===== src/rtl/traffic_light_monitor_if.sv =====
// Lamp observation bundle for traffic_light_monitor.
//   red/amber/green : lamp drives under observation (master -> slave)
//   phase           : tracked phase, 0 IDLE, 1 RED, 2 GREEN, 3 AMBER (slave -> master)
//   err_valid       : one-cycle error pulse
//   err_code        : 1 SEQ, 2 SHORT, 3 LONG, 4 DARK, 5 MULTI, 0 when no error
//   err_sticky      : any error seen since reset
//   cycle_count     : complete, error-free red-green-amber cycles
interface traffic_light_monitor_if;
  logic        red;
  logic        amber;
  logic        green;
  logic [1:0]  phase;
  logic        err_valid;
  logic [2:0]  err_code;
  logic        err_sticky;
  logic [15:0] cycle_count;

  modport master (
    output red, amber, green,
    input  phase, err_valid, err_code, err_sticky, cycle_count
  );

  modport slave (
    input  red, amber, green,
    output phase, err_valid, err_code, err_sticky, cycle_count
  );
endinterface


===== src/rtl/traffic_light_monitor.sv =====
// Traffic light sequence monitor. Samples the three lamp drives on every
// clock edge, tracks the RED -> GREEN -> AMBER -> RED phase sequence, checks
// each phase length against X_TICS +/- TOL and reports protocol errors.
// Ports:
//   clock   : single clock, all logic on posedge
//   reset_n : asynchronous active-low reset
//   mon     : lamp inputs and registered monitor outputs (slave modport)
module traffic_light_monitor #(
  parameter int RED_TICS   = 350,
  parameter int GREEN_TICS = 200,
  parameter int AMBER_TICS = 30,
  parameter int TOL        = 0
) (
  input  logic                    clock,
  input  logic                    reset_n,
  traffic_light_monitor_if.slave  mon
);

  typedef enum logic [1:0] {
    PH_IDLE  = 2'd0,
    PH_RED   = 2'd1,
    PH_GREEN = 2'd2,
    PH_AMBER = 2'd3
  } phase_t;

  localparam logic [2:0] ERR_NONE  = 3'd0;
  localparam logic [2:0] ERR_SEQ   = 3'd1;
  localparam logic [2:0] ERR_SHORT = 3'd2;
  localparam logic [2:0] ERR_LONG  = 3'd3;
  localparam logic [2:0] ERR_DARK  = 3'd4;
  localparam logic [2:0] ERR_MULTI = 3'd5;

  // Lower bound for a phase ended by a legal transition; may be negative
  // when TOL exceeds the nominal length, hence signed int.
  function automatic int short_limit(input phase_t ph);
    case (ph)
      PH_RED:   return RED_TICS - TOL;
      PH_GREEN: return GREEN_TICS - TOL;
      PH_AMBER: return AMBER_TICS - TOL;
      default:  return 0;
    endcase
  endfunction

  // Counter value at which a phase is first considered too long.
  function automatic int long_limit(input phase_t ph);
    case (ph)
      PH_RED:   return RED_TICS + TOL + 1;
      PH_GREEN: return GREEN_TICS + TOL + 1;
      PH_AMBER: return AMBER_TICS + TOL + 1;
      default:  return 0;
    endcase
  endfunction

  function automatic phase_t next_legal(input phase_t ph);
    case (ph)
      PH_RED:   return PH_GREEN;
      PH_GREEN: return PH_AMBER;
      PH_AMBER: return PH_RED;
      default:  return PH_IDLE;
    endcase
  endfunction

  phase_t      phase_r;
  logic [15:0] cnt_r;
  logic        first_r;
  logic        long_r;
  logic        clean_r;
  logic        err_valid_r;
  logic [2:0]  err_code_r;
  logic        err_sticky_r;
  logic [15:0] cycle_count_r;

  phase_t      phase_s;
  phase_t      colour_s;
  logic [1:0]  lamp_cnt_s;
  logic [15:0] cnt_s;
  logic [15:0] cnt_inc_s;
  logic        first_s;
  logic        long_s;
  logic        clean_s;
  logic [2:0]  code_s;
  logic        count_inc_s;

  // Next-state decision for one lamp sample.
  always_comb begin
    lamp_cnt_s  = {1'b0, mon.red} + {1'b0, mon.amber} + {1'b0, mon.green};
    colour_s    = mon.red ? PH_RED : (mon.green ? PH_GREEN : PH_AMBER);
    cnt_inc_s   = (cnt_r == 16'hFFFF) ? cnt_r : cnt_r + 16'd1;
    phase_s     = phase_r;
    cnt_s       = cnt_r;
    first_s     = first_r;
    long_s      = long_r;
    code_s      = ERR_NONE;
    if (lamp_cnt_s > 2'd1) begin
      code_s  = ERR_MULTI;
      phase_s = PH_IDLE;
      cnt_s   = 16'd0;
      first_s = 1'b0;
      long_s  = 1'b0;
    end else if (lamp_cnt_s == 2'd0) begin
      if (phase_r != PH_IDLE) begin
        code_s = ERR_DARK;
      end else begin
        code_s = ERR_NONE;
      end
      phase_s = PH_IDLE;
      cnt_s   = 16'd0;
      first_s = 1'b0;
      long_s  = 1'b0;
    end else if (phase_r == PH_IDLE) begin
      // Joining mid-phase: length of this first phase is unknown.
      phase_s = colour_s;
      cnt_s   = 16'd1;
      first_s = 1'b1;
      long_s  = 1'b0;
    end else if (colour_s == phase_r) begin
      cnt_s = cnt_inc_s;
      if (!long_r && ($signed({16'd0, cnt_inc_s}) == long_limit(phase_r))) begin
        code_s = ERR_LONG;
        long_s = 1'b1;
      end else begin
        code_s = ERR_NONE;
      end
    end else if (colour_s == next_legal(phase_r)) begin
      // A phase already reported LONG, or only partly observed, is not SHORT.
      if (($signed({16'd0, cnt_r}) < short_limit(phase_r)) && !first_r && !long_r) begin
        code_s = ERR_SHORT;
      end else begin
        code_s = ERR_NONE;
      end
      phase_s = colour_s;
      cnt_s   = 16'd1;
      first_s = 1'b0;
      long_s  = 1'b0;
    end else begin
      code_s  = ERR_SEQ;
      phase_s = colour_s;
      cnt_s   = 16'd1;
      first_s = 1'b1;
      long_s  = 1'b0;
    end

    // An error on the very sample that enters RED leaves the new cycle unclean.
    if (code_s != ERR_NONE) begin
      clean_s = 1'b0;
    end else if ((phase_s == PH_RED) && (phase_r != PH_RED)) begin
      clean_s = 1'b1;
    end else begin
      clean_s = clean_r;
    end

    count_inc_s = (phase_r == PH_AMBER) && (phase_s == PH_RED) && clean_r && (code_s == ERR_NONE);
  end

  // Phase tracking state and registered outputs.
  always_ff @(posedge clock or negedge reset_n) begin
    if (!reset_n) begin
      phase_r       <= PH_IDLE;
      cnt_r         <= 16'd0;
      first_r       <= 1'b0;
      long_r        <= 1'b0;
      clean_r       <= 1'b0;
      err_valid_r   <= 1'b0;
      err_code_r    <= ERR_NONE;
      err_sticky_r  <= 1'b0;
      cycle_count_r <= 16'd0;
    end else begin
      phase_r      <= phase_s;
      cnt_r        <= cnt_s;
      first_r      <= first_s;
      long_r       <= long_s;
      clean_r      <= clean_s;
      err_valid_r  <= (code_s != ERR_NONE);
      err_code_r   <= code_s;
      err_sticky_r <= err_sticky_r | (code_s != ERR_NONE);
      if (count_inc_s) begin
        cycle_count_r <= cycle_count_r + 16'd1;
      end else begin
        cycle_count_r <= cycle_count_r;
      end
    end
  end

  assign mon.phase       = phase_r;
  assign mon.err_valid   = err_valid_r;
  assign mon.err_code    = err_code_r;
  assign mon.err_sticky  = err_sticky_r;
  assign mon.cycle_count = cycle_count_r;

endmodule


===== src/flat_wrapper.sv =====
// flat-port wrapper written by rule: the top's interface ports become plain ports
module traffic_light_monitor_flat 
#(
  parameter int RED_TICS   = 350,
  parameter int GREEN_TICS = 200,
  parameter int AMBER_TICS = 30,
  parameter int TOL        = 0
)
  (clock, reset_n, mon_red, mon_amber, mon_green, mon_phase, mon_err_valid, mon_err_code, mon_err_sticky, mon_cycle_count);
  traffic_light_monitor_if mon_i ();
  input  logic clock;
  input  logic reset_n;
  input wire logic [$bits(mon_i.red)-1:0] mon_red;
  input wire logic [$bits(mon_i.amber)-1:0] mon_amber;
  input wire logic [$bits(mon_i.green)-1:0] mon_green;
  output wire logic [$bits(mon_i.phase)-1:0] mon_phase;
  output wire logic [$bits(mon_i.err_valid)-1:0] mon_err_valid;
  output wire logic [$bits(mon_i.err_code)-1:0] mon_err_code;
  output wire logic [$bits(mon_i.err_sticky)-1:0] mon_err_sticky;
  output wire logic [$bits(mon_i.cycle_count)-1:0] mon_cycle_count;
  assign mon_i.red = mon_red;
  assign mon_i.amber = mon_amber;
  assign mon_i.green = mon_green;
  assign mon_phase = mon_i.phase;
  assign mon_err_valid = mon_i.err_valid;
  assign mon_err_code = mon_i.err_code;
  assign mon_err_sticky = mon_i.err_sticky;
  assign mon_cycle_count = mon_i.cycle_count;
  traffic_light_monitor #(.RED_TICS(RED_TICS), .GREEN_TICS(GREEN_TICS), .AMBER_TICS(AMBER_TICS), .TOL(TOL)) u_core (.clock(clock), .reset_n(reset_n), .mon(mon_i));
endmodule

===== config.mk =====
export PLATFORM = sky130hd
export DESIGN_NAME = traffic_light_monitor_flat
export DESIGN_NICKNAME = d
export VERILOG_FILES = /design/src/rtl/traffic_light_monitor_if.sv /design/src/rtl/traffic_light_monitor.sv /design/src/flat_wrapper.sv
export SDC_FILE = /design/constraint.sdc
export NUM_CORES = 1
export LEC_CHECK = 0
export BUFFER_PORTS_ARGS = -buffer_cell sky130_fd_sc_hd__buf_2
export CAP_MARGIN = 20
export CORE_AREA = 3 3 71 73
export CTS_CLUSTER_DIAMETER = 80
export DETAILED_ROUTE_END_ITERATION = 7
export DIE_AREA = 0 0 74 76
export PLACE_DENSITY = 0.86
export SETUP_SLACK_MARGIN = 0.15
export SYNTH_ARGS = -nofsm -noshare
export SYNTH_HDL_FRONTEND = slang
export SYNTH_SLANG_ARGS = --single-unit

===== constraint.sdc =====
create_clock -name clock -period 6.57 [get_ports clock]
set_input_delay 0.3285 -clock clock [delete_from_list [all_inputs] [get_ports clock]]
set_output_delay 0.3285 -clock clock [all_outputs]
set_load 0.01 [all_outputs]

; Word-level counts from Yosys, hierarchy flattened
; Index checks and enable logic that the tools add are counted.
[totals]
input_bits = 5
elab_cells = 89
regBits = 42
[classes]
muxes = 47
addsub = 4
n_lt_le_gt_ge = 2
reduce_logical = 15
eq_ne = 11
n_bitwise = 1
[ops]
columns = cell, count
row1 = $mux W32, 9
row2 = $mux W16, 5
row3 = $pmux W9 S3, 2
row4 = $add A16 B1 Y16 const B, 2
row5 = $eq A17 B32 Y1, 1
row6 = $lt A17 B32 Y1, 1
row7 = $mux W2, 12
row8 = $eq A16 B16 Y1 const B, 1
row9 = $mux W3, 5
row10 = $mux W1, 13
row11 = $logic_and A1 B1 Y1, 7
row12 = $pmux W2 S3, 1
row13 = $ne A5 B2 Y1 const B, 1
row14 = $eq A2 B1 Y1 const B, 2
row15 = $eq A2 B2 Y1, 2
row16 = $eq A2 B2 Y1 const B, 2
row17 = $logic_not A2 Y1, 2
row18 = $ne A4 B1 Y1 const B, 1
row19 = $reduce_bool A2 Y1, 2
row20 = $logic_not A3 Y1, 1
row21 = $reduce_bool A3 Y1, 1
row22 = $add A1 B1 Y2, 1
row23 = $add A2 B1 Y2, 1
row24 = $gt A2 B1 Y1 const B, 1
row25 = 3 further kinds, 4

; Depth between registers and ports, before layout
[logic_depth]
ltp_word = 24
ltp_mapped = 12
ltp_nobuf = 11

; Worst setup path before layout
; Ideal clock, no wire load.
[synth_timing]
path_type = register to register
startpoint = register u_core.phase_r[0], in the netlist u_core.mon.phase[0]
endpoint = register u_core.cycle_count_r[10], in the netlist u_core.mon.cycle_count[10]
required_ps = 6444
t_arrival_ps = 2505
setup_ps = 126
synth_period_minus_slack_ps = 2631
slack_ps = 3939
path_stages_with_launch = 12
path_buffers = 1
path_cell_list = dfrtp_1 inv_1 ha_1 o21ba_2 and3_1 o311ai_0 o31a_1 nor4_4 a211oi_4 buf_6 nand3_2 xnor2_1
[synth_between]
elab_chain_len = 18
[synth_rtl]
columns = item, line
row1 = from (decl), traffic_light_monitor.sv:63  ; phase_t phase_r;
row2 = from (signal assigned), traffic_light_monitor.sv:168  ; phase_r <= phase_s;
row3 = "$eq A2 B2 Y1, or another cell as far along", --
row4 = $pmux W9 S3, traffic_light_monitor.sv:36  ; case (ph)
row5 = $mux W32, traffic_light_monitor.sv:124  ; end else if (colour_s == next_legal(phase_r)) begin
row6 = $mux W32, traffic_light_monitor.sv:116  ; end else if (colour_s == phase_r) begin
row7 = $mux W32, traffic_light_monitor.sv:110  ; end else if (phase_r == PH_IDLE) begin
row8 = $mux W32, traffic_light_monitor.sv:100  ; end else if (lamp_cnt_s == 2'd0) begin
row9 = $mux W32, traffic_light_monitor.sv:94  ; if (lamp_cnt_s > 2'd1) begin
row10 = $lt A17 B32 Y1, traffic_light_monitor.sv:126  ; if (($signed({16'd0, cnt_r}) < short_limit(phase_r)) && !first_r && !long_r) begin
row11 = $logic_and A1 B1 Y1 (2 in a row), traffic_light_monitor.sv:126
row12 = $mux W2, traffic_light_monitor.sv:126
row13 = $mux W2, traffic_light_monitor.sv:124
row14 = $mux W3, traffic_light_monitor.sv:116
row15 = $mux W3, traffic_light_monitor.sv:110
row16 = $mux W3, traffic_light_monitor.sv:100
row17 = $mux W3, traffic_light_monitor.sv:94
row18 = $logic_not A3 Y1, traffic_light_monitor.sv:152  ; count_inc_s = (phase_r == PH_AMBER) && (phase_s == PH_RED) && clean_r && (code_s == ERR_NONE);
row19 = $logic_and A1 B1 Y1 *, traffic_light_monitor.sv:152
row20 = to (signal assigned), traffic_light_monitor.sv:177  ; cycle_count_r <= cycle_count_r + 16'd1;
row21 = to (signal assigned), traffic_light_monitor.sv:179  ; cycle_count_r <= cycle_count_r;
row22 = to (decl), traffic_light_monitor.sv:71  ; logic [15:0] cycle_count_r;
; Mark *: on every way between the ends. The rest lies on a longest branch, timed or not. The select of a mux whose other input is x is not followed.
; A chain may end at the register's enable or synchronous reset.

; Worst setup path in the final report
[layout_timing]
startpoint = register u_core.phase_r[0], in the netlist u_core.mon.phase[0]
endpoint = register u_core.cycle_count_r[1], in the netlist u_core.mon.cycle_count[1]
; The elaborated chain is that of the path after synthesis.

==> impl_metrics.yaml <==
outcome:
  status: "completed"
pwr:
  intPower_mw: 0.407
  power_frac_comb_pct: 14.6
  vdd_drop_max_uv: 127
  sequentialPowerShare_pct: 48.8
  p_leak_nw: 1.38
  swShare_pct: 26.2
  clkPwrFrac_pct: 36.5
  power_density_nw_per_um2: 188
  power_switching_mw: 0.144
logic_synthesis:
  ys_dominant_reg_cell: "dfrtp_1"
  async_flop_share_pct: 100
  synth_cell_type_count: 53
  synth_top_area_share_pct: 38.9
  netlist_instances: 275
  syn_area_per_cell_um2: 9.84
  ys_seq_elements: 42
  syn_nets: 294
  synth_edf_count: 0
  synth_area_leader_cell: "dfrtp_1"
  synth_area_um2: 2710
  ys_seq_area_share_pct: 38.9
  ys_warn_count: 0
  synth_area_leaders: "dfrtp_1, xnor2_1, ha_1"
worst_hold_path:
  hold_class: "input pin to async pin"
sta:
  slew-limit-headroom_pct: 39.5
  hold_violations: 0
  fmax_ghz: 0.304
  hold_slack_ps: 158
  maxSlewViolCount: 0
  finalSetupViolCount: 0
  tns_ps: 0
  skew_ps: 9.81
  period_minus_slack_ps: 3290
  fin_ws_ps: 3280
  min_period_over_period_pct: 50.0
  rsz0062_at_grt: "no"
  tightest_slew_ps: 907
placement:
  place_hpwl_um: 4120
  pre_cts_ws_ps: 3380
  gp_congestion: 0.850
  placed_area_um2: 2820
  port_buffers: 27
  placedCellCount: 338
cells_and_area:
  nNetsFinal: 312
  diodes: 0
  multiInputGateArea_um2: 1540
  stdcell_count: 346
  drive_above_1_share_pct: 18.7
  final_cell_mix: "dfrtp_1, buf_2, nor2_1"
  final-seq-area_um2: 1050
  fillCellCount: 306
  layout_commonest_cell: "dfrtp_1"
  design_area_um2: 2930
  syn_to_final_growth_pct: 8.33
detailed_routing:
  vias_per_cell: 6.30
  wl_per_cell_um: 16.5
  drc: 0
  drt_iter0_markers: 193
  routed_wl_um: 5690
  dr_total_vias: 2179
  drtPass1Iterations: 5
  antenna_left: 0
global_routing:
  antenna_found_initial: 0
  grt_max_degree: 43
  grt.overflow.total: 0
  globalRouteTotalUtil_pct: 21.8
  grt_pass1_wl_um: 9790
  grt_pass1_vias: 2054
floorplan:
  initial_utilization_pct: 61.3
  fp.coreArea_um2: 4410
  ioPinCount: 28
  num_rows: 24
  die_w_um: 74
  die_h_um: 76
  die_area_um2: 5620
worst_setup_path:
  rr_startpoint: "u_core.mon.phase[0]"
  required_ps: 6750
  critPathKind: "flop to flop"
  startpoint_type: "flop"
  worst_r2r_endpoint: "u_core.mon.cycle_count[1]"
  critPathCaptureType: "flop"
  critPathMaxFanout: 16
  arrival_ps: 3470
  r2r_slack_ps: 3280
  r2r_cells: 9
clocking:
  cts_buffers: 5
  cts_root_buf: "clkbuf_8"
  postCtsResizedCells: 0
  cts_sinks: 42
  h-tree-depth: 2
  path_clk_slew_ps: 80
  ctsHoldBuffers: 0
  clkLatencyLatePin_ps: 300
  tritoncts: "done"
  cts_setup_buffers: 0
  max-clock-path-buffers: 2
job:
  cap_violations: 0
==> layer usage <==
metal | part of all wire [%] | wire, um | GRT usage, %
met1 | 45 | 2560 | 31.1
met2 | 48 | 2750 | 33.4
met3 | 5.3 | 300 | 3.03
met4 | 1.4 | 81 | 7.97
met5 | 0 | 0 | 0
==> per-stage QoR <==
step           utilization, %  power (mW)
5_1_grt                  66.4       0.576
3_3_place_gp             63.9       0.352
6_report                 66.4       0.551
2_1_floorplan               -       0.331
3_5_place_dp             63.9       0.354
4_1_cts                  66.4       0.553
==> flip-flops by register name, indices dropped and copies added (netlist names) <==
| signal | count |
|---|---|
| u_core.cnt_r | 16 |
| u_core.mon.cycle_count | 16 |
| u_core.mon.err_code | 3 |
| u_core.mon.phase | 2 |
| u_core.clean_r | 1 |
| u_core.first_r | 1 |
| u_core.long_r | 1 |
| u_core.mon.err_sticky | 1 |
| u_core.mon.err_valid | 1 |
==> synth_stat cells (3+ instances only) <==
| cell | instances |
|---|---|
| nand4_1 | 7 |
| ha_1 | 13 |
| inv_1 | 9 |
| nand3_1 | 16 |
| xnor2_1 | 20 |
| a21o_1 | 3 |
| clkbuf_1 | 4 |
| or3_1 | 3 |
| nor2_1 | 25 |
| nor4_1 | 3 |
| and4_1 | 6 |
| nand2_1 | 10 |
| buf_2 | 9 |
| o211a_1 | 3 |
| a211oi_1 | 4 |
| dfrtp_1 | 42 |
| nor3_1 | 12 |
| and3_1 | 12 |
| a31oi_1 | 4 |
| o21ai_0 | 10 |
| nand2b_1 | 4 |
| xor2_1 | 7 |
| nand3_2 | 8 |
| a21oi_1 | 4 |
==> layout make-up <==
type                       instances  share of cell area [%]
multi-input combinational        208                    52.4
sequential                        42                    35.9
inverter                           9                    1.15
timing repair buffer              27                    4.61
tap                               52                    2.22
clock inverter                     3                    1.37
clock buffer                       5                    2.35
==> critical path: stages (launching register included) <==
cell,delay (ps)
dfrtp_1,460
inv_1,160
ha_1,360
o21ba_2,240
and3_1,190
o311ai_0,320
o31a_1,250
nor4_4,70
a211oi_4,710
mux2_2,410
==> logic make-up after synthesis <==
family | after synthesis | share of synthesized area [%]
and+or+nand+nor | 116 | 26.5
AOI/OAI and AO/OA | 49 | 14.0
DFF | 42 | 38.9
xor gates and xnor gates | 27 | 8.74
buffers and inverters | 25 | 4.35
adders and majority gates | 14 | 6.75
muxes | 2 | 0.786
==> worst max path at each step <==
stage,startpoint,to,slack [ps]
2_1_floorplan,u_core.mon.phase[0],u_core.mon.cycle_count[10],3940
3_3_place_gp,u_core.mon.phase[0],u_core.mon.cycle_count[1],3440
3_5_place_dp,u_core.mon.phase[0],u_core.mon.cycle_count[1],3380
4_1_cts,u_core.mon.phase[0],u_core.mon.cycle_count[1],3290
5_1_grt,u_core.mon.phase[0],u_core.mon.cycle_count[4],3090
6_report,u_core.mon.phase[0],u_core.mon.cycle_count[1],3280
==> power groups by stage <==
stage	Sequential [mW]	Combinational, mW	Clock (mW)
6_report	0.269	0.0807	0.201
4_1_cts	0.269	0.0810	0.203
5_1_grt	0.270	0.0893	0.216
3_5_place_dp	0.274	0.0797	0
2_1_floorplan	0.276	0.0550	0
3_3_place_gp	0.274	0.0785	0
Power figures use the tool's default switching activity.
